### config.mk
export PLATFORM = sky130hd
export DESIGN_NAME = mdu_ctrl_flat
export DESIGN_NICKNAME = d
export VERILOG_FILES = /design/src/rtl/mdu_ctrl_if.sv /design/src/rtl/mdu_ctrl.sv /design/src/flat_wrapper.sv
export SDC_FILE = /design/constraint.sdc
export NUM_CORES = 1
export LEC_CHECK = 0
export CORE_ASPECT_RATIO = 0.9
export CORE_MARGIN = 3
export CORE_UTILIZATION = 40
export CTS_CLUSTER_SIZE = 28
export DETAILED_ROUTE_END_ITERATION = 6
export MAX_ROUTING_LAYER = met4
export PLACE_DENSITY = 0.91
export SETUP_SLACK_MARGIN = 0.4
export SLEW_MARGIN = 10
export SYNTH_ARGS = -nofsm -noshare
export SYNTH_HDL_FRONTEND = slang
export SYNTH_SLANG_ARGS = --single-unit
### constraint.sdc
create_clock -name clk -period 1.77 [get_ports clk]
set_input_delay 0.354 -clock clk [delete_from_list [all_inputs] [get_ports clk]]
set_output_delay 0.354 -clock clk [all_outputs]
set_load 0.01 [all_outputs]
### src/rtl/mdu_ctrl_if.sv
// Bundle of CPU-side request/response and multdiv-side handshake signals for mdu_ctrl.
interface mdu_ctrl_if #(
    parameter int unsigned WIDTH = 32
);
    // execute-stage request side
    logic             req_valid;
    logic [2:0]       req_op;
    logic [WIDTH-1:0] req_a;
    logic [WIDTH-1:0] req_b;
    logic             kill;
    logic             stall;
    logic [WIDTH-1:0] rdata;

    // architectural state and status
    logic [WIDTH-1:0] hi;
    logic [WIDTH-1:0] lo;
    logic             dz_flag;
    logic             busy;

    // multdiv side
    logic             md_start;
    logic             md_multdivb;
    logic             md_signedop;
    logic [WIDTH-1:0] md_x;
    logic [WIDTH-1:0] md_y;
    logic [WIDTH-1:0] md_prodh;
    logic [WIDTH-1:0] md_prodl;
    logic             md_run;
    logic             md_dividebyzero;

    // pipeline plus multdiv view: drives requests and multdiv results
    modport master (
        output req_valid, req_op, req_a, req_b, kill,
        output md_prodh, md_prodl, md_run, md_dividebyzero,
        input  stall, rdata, hi, lo, dz_flag, busy,
        input  md_start, md_multdivb, md_signedop, md_x, md_y
    );

    // controller view
    modport slave (
        input  req_valid, req_op, req_a, req_b, kill,
        input  md_prodh, md_prodl, md_run, md_dividebyzero,
        output stall, rdata, hi, lo, dz_flag, busy,
        output md_start, md_multdivb, md_signedop, md_x, md_y
    );
endinterface

### src/rtl/mdu_ctrl.sv
// Sequencer between the execute stage and the serial multiply/divide unit; owns HI/LO.
module mdu_ctrl #(
    parameter int unsigned WIDTH = 32
) (
    input logic        clk,
    input logic        reset,
    mdu_ctrl_if.slave  bus
);
    localparam int unsigned OP_W = 3;
    localparam logic [OP_W-1:0] OP_MFHI = 3'b100;
    localparam logic [OP_W-1:0] OP_MFLO = 3'b101;
    localparam logic [OP_W-1:0] OP_MTHI = 3'b110;
    localparam logic [OP_W-1:0] OP_MTLO = 3'b111;

    typedef enum logic [1:0] {
        S_IDLE  = 2'd0,
        S_START = 2'd1,
        S_WAIT  = 2'd2,
        S_ABORT = 2'd3
    } state_t;

    state_t           state;
    state_t           state_d;
    logic             accept_c;
    logic             launch_c;
    logic             commit_c;
    logic [WIDTH-1:0] rdata_c;

    // State register
    always_ff @(posedge clk) begin
        if (!reset) begin
            state <= S_IDLE;
        end else begin
            state <= state_d;
        end
    end

    // Next state, accept/launch/commit strobes and MFHI/MFLO read mux
    always_comb begin
        state_d  = state;
        accept_c = 1'b0;
        launch_c = 1'b0;
        commit_c = 1'b0;
        rdata_c  = '0;
        unique case (state)
            S_IDLE: begin
                accept_c = bus.req_valid;
                if (accept_c) begin
                    if (!bus.req_op[2]) begin
                        launch_c = 1'b1;
                        state_d  = S_START;
                    end else if (bus.req_op == OP_MFHI) begin
                        rdata_c = bus.hi;
                    end else if (bus.req_op == OP_MFLO) begin
                        rdata_c = bus.lo;
                    end
                end
            end
            S_START: begin
                state_d = bus.kill ? S_ABORT : S_WAIT;
            end
            S_WAIT: begin
                if (bus.md_run) begin
                    if (bus.kill) begin
                        state_d = S_ABORT;
                    end
                end else begin
                    // a kill coinciding with completion still drops the result
                    commit_c = ~bus.kill;
                    state_d  = S_IDLE;
                end
            end
            S_ABORT: begin
                if (!bus.md_run) begin
                    state_d = S_IDLE;
                end
            end
            default: state_d = S_IDLE;
        endcase
    end

    assign bus.stall = bus.req_valid & (state != S_IDLE);
    assign bus.busy  = (state != S_IDLE);
    assign bus.rdata = rdata_c;

    // Operand capture, start pulse, HI/LO and divide-by-zero updates
    always_ff @(posedge clk) begin
        if (!reset) begin
            bus.hi          <= '0;
            bus.lo          <= '0;
            bus.md_x        <= '0;
            bus.md_y        <= '0;
            bus.md_start    <= 1'b0;
            bus.md_multdivb <= 1'b0;
            bus.md_signedop <= 1'b0;
            bus.dz_flag     <= 1'b0;
        end else begin
            bus.md_start <= launch_c;
            if (launch_c) begin
                bus.md_x        <= bus.req_a;
                bus.md_y        <= bus.req_b;
                bus.md_multdivb <= ~bus.req_op[1];
                bus.md_signedop <= ~bus.req_op[0];
                if (bus.req_op[1]) begin
                    bus.dz_flag <= 1'b0;
                end
            end
            if (accept_c && bus.req_op == OP_MTHI) begin
                bus.hi <= bus.req_a;
            end
            if (accept_c && bus.req_op == OP_MTLO) begin
                bus.lo <= bus.req_a;
            end
            if (commit_c) begin
                bus.hi <= bus.md_prodh;
                bus.lo <= bus.md_prodl;
                if (!bus.md_multdivb) begin
                    bus.dz_flag <= bus.md_dividebyzero;
                end
            end
        end
    end
endmodule

### src/flat_wrapper.sv
// flat-port wrapper written by rule: the top's interface ports become plain ports
module mdu_ctrl_flat 
#(
    parameter int unsigned WIDTH = 32
)
  (clk, reset, bus_req_valid, bus_req_op, bus_req_a, bus_req_b, bus_kill, bus_md_prodh, bus_md_prodl, bus_md_run, bus_md_dividebyzero, bus_stall, bus_rdata, bus_hi, bus_lo, bus_dz_flag, bus_busy, bus_md_start, bus_md_multdivb, bus_md_signedop, bus_md_x, bus_md_y);
  mdu_ctrl_if #(.WIDTH(WIDTH)) bus_i ();
  input logic clk;
  input logic reset;
  input wire logic [$bits(bus_i.req_valid)-1:0] bus_req_valid;
  input wire logic [$bits(bus_i.req_op)-1:0] bus_req_op;
  input wire logic [$bits(bus_i.req_a)-1:0] bus_req_a;
  input wire logic [$bits(bus_i.req_b)-1:0] bus_req_b;
  input wire logic [$bits(bus_i.kill)-1:0] bus_kill;
  input wire logic [$bits(bus_i.md_prodh)-1:0] bus_md_prodh;
  input wire logic [$bits(bus_i.md_prodl)-1:0] bus_md_prodl;
  input wire logic [$bits(bus_i.md_run)-1:0] bus_md_run;
  input wire logic [$bits(bus_i.md_dividebyzero)-1:0] bus_md_dividebyzero;
  output wire logic [$bits(bus_i.stall)-1:0] bus_stall;
  output wire logic [$bits(bus_i.rdata)-1:0] bus_rdata;
  output wire logic [$bits(bus_i.hi)-1:0] bus_hi;
  output wire logic [$bits(bus_i.lo)-1:0] bus_lo;
  output wire logic [$bits(bus_i.dz_flag)-1:0] bus_dz_flag;
  output wire logic [$bits(bus_i.busy)-1:0] bus_busy;
  output wire logic [$bits(bus_i.md_start)-1:0] bus_md_start;
  output wire logic [$bits(bus_i.md_multdivb)-1:0] bus_md_multdivb;
  output wire logic [$bits(bus_i.md_signedop)-1:0] bus_md_signedop;
  output wire logic [$bits(bus_i.md_x)-1:0] bus_md_x;
  output wire logic [$bits(bus_i.md_y)-1:0] bus_md_y;
  assign bus_i.req_valid = bus_req_valid;
  assign bus_i.req_op = bus_req_op;
  assign bus_i.req_a = bus_req_a;
  assign bus_i.req_b = bus_req_b;
  assign bus_i.kill = bus_kill;
  assign bus_i.md_prodh = bus_md_prodh;
  assign bus_i.md_prodl = bus_md_prodl;
  assign bus_i.md_run = bus_md_run;
  assign bus_i.md_dividebyzero = bus_md_dividebyzero;
  assign bus_stall = bus_i.stall;
  assign bus_rdata = bus_i.rdata;
  assign bus_hi = bus_i.hi;
  assign bus_lo = bus_i.lo;
  assign bus_dz_flag = bus_i.dz_flag;
  assign bus_busy = bus_i.busy;
  assign bus_md_start = bus_i.md_start;
  assign bus_md_multdivb = bus_i.md_multdivb;
  assign bus_md_signedop = bus_i.md_signedop;
  assign bus_md_x = bus_i.md_x;
  assign bus_md_y = bus_i.md_y;
  mdu_ctrl #(.WIDTH(WIDTH)) u_core (.clk(clk), .reset(reset), .bus(bus_i));
endmodule
# ---- Word-level counts from Yosys, hierarchy flattened
# Index checks and enable logic that the tools add are counted.
dict set report word_totals {
  register_bits 134
  inputBits 137
  output_inout_bits 166
  wordCells 57
}
dict set report classes {
  eq_ne 11
  n_mux 26
  bitwise_logic 4
  n_reduce_logical 7
}
# operator count
set op_table {}
lappend op_table {{32-bit two-way mux} 9}
lappend op_table {{3-bit equality test (second input constant)} 4}
lappend op_table {{1-bit two-way mux} 11}
lappend op_table {{2-bit two-way mux} 5}
lappend op_table {{2-bit case mux with 4 select lines} 1}
lappend op_table {{2-bit != test (second input constant)} 3}
lappend op_table {{2-bit nonzero test} 3}
lappend op_table {{2-bit equality test (second input constant)} 2}
lappend op_table {{4-bit AND reduction} 1}
lappend op_table {{3-bit != test (second input constant)} 1}
lappend op_table {{1-bit NOT} 3}
lappend op_table {{2-bit by 1-bit equality test with 1-bit output (second input constant)} 1}
lappend op_table {{1-bit logical AND} 2}
lappend op_table {{2-bit zero test} 1}
lappend op_table {{1-bit bitwise AND} 1}

# ---- Longest topological paths before layout
dict set report depth {
  ltp_word 6
  depth_mapped 6
  ltp_nobuf 3
}

# ---- Least setup slack after synthesis
# No wires, ideal clock.
dict set report synth_path {
  kind {input to output}
  startpoint {in bus_req_op[1]}
  endpoint {out bus_rdata[10]}
  arrival_time_ns 1.303
  slack_ns 0.113
  path_stages 4
  path_cell_list {nor3b_1 clkbuf_1 a22oi_1 nor2_1}
}
dict set report synth_via {
  elab_chain_cells 6
}
# element line_no
set synth_lines {}
lappend synth_lines {{start, declared} flat_wrapper.sv:11} ;# input wire logic [$bits(bus_i.req_op)-1:0] bus_req_op;
lappend synth_lines {{3-bit equality test} mdu_ctrl.sv:54} ;# end else if (bus.req_op == OP_MFLO) begin
lappend synth_lines {{32-bit two-way mux} mdu_ctrl.sv:54}
lappend synth_lines {{32-bit two-way mux *} mdu_ctrl.sv:52} ;# end else if (bus.req_op == OP_MFHI) begin
lappend synth_lines {{32-bit two-way mux *} mdu_ctrl.sv:49} ;# if (!bus.req_op[2]) begin
lappend synth_lines {{32-bit two-way mux *} mdu_ctrl.sv:48} ;# if (accept_c) begin
lappend synth_lines {{32-bit two-way mux *} mdu_ctrl.sv:45} ;# unique case (state)
lappend synth_lines {{end, declared} flat_wrapper.sv:20} ;# output wire logic [$bits(bus_i.rdata)-1:0] bus_rdata;
# Every way passes the cells marked *; elsewhere a longest branch is shown, timed or not.

# ---- Final worst setup path
dict set report layout_path {
  startpoint {reg u_core.state[1]}
  endpoint {out bus_rdata[21]}
}
dict set report layout_via {
  elab_chain_cells 2
}
# element line_no
set layout_lines {}
lappend layout_lines {{start, declared} mdu_ctrl.sv:22} ;# state_t state;
lappend layout_lines {{start signal, assigned} mdu_ctrl.sv:34} ;# state <= state_d;
lappend layout_lines {{2-bit zero test} mdu_ctrl.sv:45}
lappend layout_lines {{32-bit two-way mux} mdu_ctrl.sv:45}
# No other way between the ends.

==> flow_summary_export.csv <==
group,metric,value,unit
synthesis,post_syn_area_per_cell,7.848,um2
synthesis,synth_area,5957,um2
clocking,cts_sinks,134,
clocking,insertion_delay,430,ps
critical_path,worstPathRequired,1420,ps
timing,maxSlewHeadroom,71.91,%
floorplanning,std_cell_rows,41,
finish,area.growth.synth_to_final,108.5,%
hold_path,hold_path_class,"in2reg",
routing,initialDrtViolationCount,1074,
timing,slew_viol_final,0,
critical_path,critical_path_peak_fanout,8,
floorplanning,die_area,16390,um2
floorplanning,top_level_port_count,303,
global_route,grt_pass1_wl,40120,um
global_route,first_global_vias,7238,
run,maxCapViolations,0,
routing,wirelength,36560,um
global_route,busiest_layer,"met2",
placed_design,placed_area,9427,um2
timing,setup_total_negative_slack,-20490,ps
timing,finalCritPeriodShare,114.3,%
placed_design,port_buffers,302,
synthesis,share_of_synthesized_area_occupied_by_flip_flops_and_latches,45.03,%
synthesis,yosysUniqueCellTypes,31,
finish,finish.instance_area,12420,um2
clocking,cts_buffers,17,
clocking,clock_tree_from_tritoncts,"built",
routing,avgRoutedWirePerCell,28.25,um
floorplanning,fp.dieW,134.6,um
global_route,grt_max_degree,70,
global_route,grt_antenna_before_repair,1,
global_route,groute.layer.met2.usage,51.31,%
synthesis,synth.top_cell.area_share,45.03,%
placed_design,hpwl,15790,um
finish,area.sequential,2713,um2
synthesis,yosys.area.top_type,"sky130_fd_sc_hd__dfxtp_1",
clocking,clkTransAtPathRegs,70,ps
floorplanning,die_height,121.8,um
timing,grt_setup_unrepaired,"true",
pwr,power.density_cell_area,731.6,nW/um2
routing,dr_total_vias,8394,
floorplanning,start_util,41.62,%
clocking,cts.hold.buffers_added,0,
timing,max_freq,0.4943,GHz
critical_path,critPathKind,"reg2out",
critical_path,worst_ep_arrival_time,1670,ps
timing,final_hold_violations,0,
timing,setup_slack,-252.9,ps
synthesis,yosys_register_bits,134,
global_route,global_route_overflow,0,
synthesis,postSynthCellCount,759,
routing,drt_first_pass_iters,7,
pwr,ir_drop,0.0007018,V
global_route,global_route.usage.total,32.43,%
clocking,htreeDepth,4,
synthesis,mappedNetlistNets,896,
finish,drive_above_1_share,38.00,%
timing,finalWorstPathRequiredPeriod,2023,ps
timing,worst_clock_skew,16.10,ps
outcome,outcome,"finished, violations left",
synthesis,synth_warnings,0,
finish,fillerInstances,601,
synthesis,synthTopCellsByArea,"sky130_fd_sc_hd__dfxtp_1, sky130_fd_sc_hd__o21ai_0, sky130_fd_sc_hd__nand2_1",
clocking,clockRootBuffer,"sky130_fd_sc_hd__clkbuf_16",
floorplanning,core,14310,um2
placed_design,placer_congestion,0.8750,
timing,finalSetupViolCount,157,
critical_path,setup.worst_path.start_class,"flip-flop",
clocking,cts_max_path_buffers,2,
finish,multi_input_area,4088,um2
outcome,failed_checks,"design-rule violations, negative setup slack",
global_route,globalRouteMet1Util,38.27,%
pwr,static-leakage-power,6.090,nW
timing,worst_slew_pin_slew,421.3,ps
global_route,use_met3,9.744,%
routing,remaining_antenna_violation_count_after_routing,0,
finish,fin_nets,1224,
routing,drt_drc_violations_left,3,
critical_path,setup.worst_path.end_class,"output port",
routing,viasPerCell,6.487,
-- layer usage --
layer | wire length, um | up-vias
met1 | 12880 | 3959
met5 | 0 | -
met3 | 4508 | 218
met4 | 2410 | 0
li1 | - | 3390
met2 | 16760 | 827
-- where the power goes --
part	switching, W	total, W	internal (W)
Clock	0.00156	0.00357	0.00201
Combinational	0.00110	0.00220	0.00110
Sequential	0.000148	0.00332	0.00317
Total	0.00281	0.00909	0.00627
-- cells in the mapped netlist (all sizes together) --
cell,number
nor3,1
a211o,1
clkbuf,55
nor3b,3
and2,2
nor4b,1
nor2b,1
a31oi,64
a22oi,32
nand3b,1
nand2,133
a21boi,64
or4b,2
dfxtp,134
mux2i,1
and3,2
o21ai,129
nor2,32
or3b,1
o21a,1
nand3,65
buf,28
a31o,1
and3b,2
o211a,2
or2,1
-- worst paths after layout --
path | slack (ps) | end | start | cells after the start
hold / removal | 350 | u_core.bus.hi[28]$_SDFFE_PN0P_ | reset | 3
setup / recovery | -250 | bus_rdata[21] | u_core.state[1]$_SDFFE_PN0P_ | 5
setup reg to reg | -250 | u_core.bus.md_y[26]$_SDFFE_PN0N_ | u_core.state[1]$_SDFFE_PN0P_ | 9
hold reg to reg | 460 | u_core.bus.md_y[1]$_SDFFE_PN0N_ | u_core.bus.md_y[1]$_SDFFE_PN0N_ | 2
-- critical path, cell delays in order (launching register included) --
cell and delay [ps]:
sky130_fd_sc_hd__dfxtp_4 360, sky130_fd_sc_hd__nor3b_4 250, sky130_fd_sc_hd__nand2_4 140, sky130_fd_sc_hd__buf_6 210, sky130_fd_sc_hd__nor2_2 140, sky130_fd_sc_hd__buf_2 140
-- cell type report --
type,instances,area share (%)
well taps,193,1.944
diodes,1,0.02015
clock buffers,18,3.536
clock inverters,14,1.138
repair buffers,391,38.61
flip-flops and latches,134,21.84
multi-input cells,543,32.91
-- flip-flops by register name, summed over array words and instances, names as in the netlist, 2 cells and up --
register         count
u_core.bus.hi       32
u_core.state         2
u_core.bus.md_x     32
u_core.bus.md_y     32
u_core.bus.lo       32
-- placed cells by master (no fill, tap or decap), drive strengths merged, types with 4 or more instances in the layout --
cell           instances
inv                    6
dfxtp                134
clkinvlp               4
clkbuf                49
nor2                  32
nand2                133
a22oi                 32
a31oi                 64
o21ai                129
nand3                 65
buf                  114
clkdlybuf4s15         11
a21boi                64
clkdlybuf4s50        133
dlymetal6s2s          99
-- repair_timing --
item                       in CTS  in global routing
cloned                         16                 18
gates resized for setup       252                464
setup endpoints to repair     298                296
buffers inserted               11                 10
pin swaps                      20                 76
-- logic make-up (layout without fill, tap and decap cells) --
kind of cell | after synthesis | after routing | synth area share [%]
other | 0 | 1 | 0
AND/OR/NAND/NOR | 247 | 248 | 18.32
AO/OA/AOI/OAI | 294 | 294 | 30.41
flip-flops | 134 | 134 | 45.03
buffers and inverters | 83 | 423 | 6.070
multiplexers | 1 | 1 | 0.1680
-- through the flow --
| stage | setup slack (ps) | hold WS [ps] | cells | util, % | total power [W] |
|---|---|---|---|---|---|
| after floorplan | 265.6 | 479.2 | 759 | - | 0.003949 |
| after global placement | -700.7 | 439.1 | 1206 | 65.86 | 0.004774 |
| after detailed placement | -781.0 | 444.5 | 1206 | 65.86 | 0.004799 |
| after CTS | -217.4 | 335.4 | 1265 | 74.67 | 0.008497 |
| after global routing | -320.8 | 368.8 | 1294 | 86.78 | 0.009256 |
| final | -252.9 | 350.9 | 1294 | 86.78 | 0.009086 |
No activity file was read; power rests on OpenSTA's default activity.
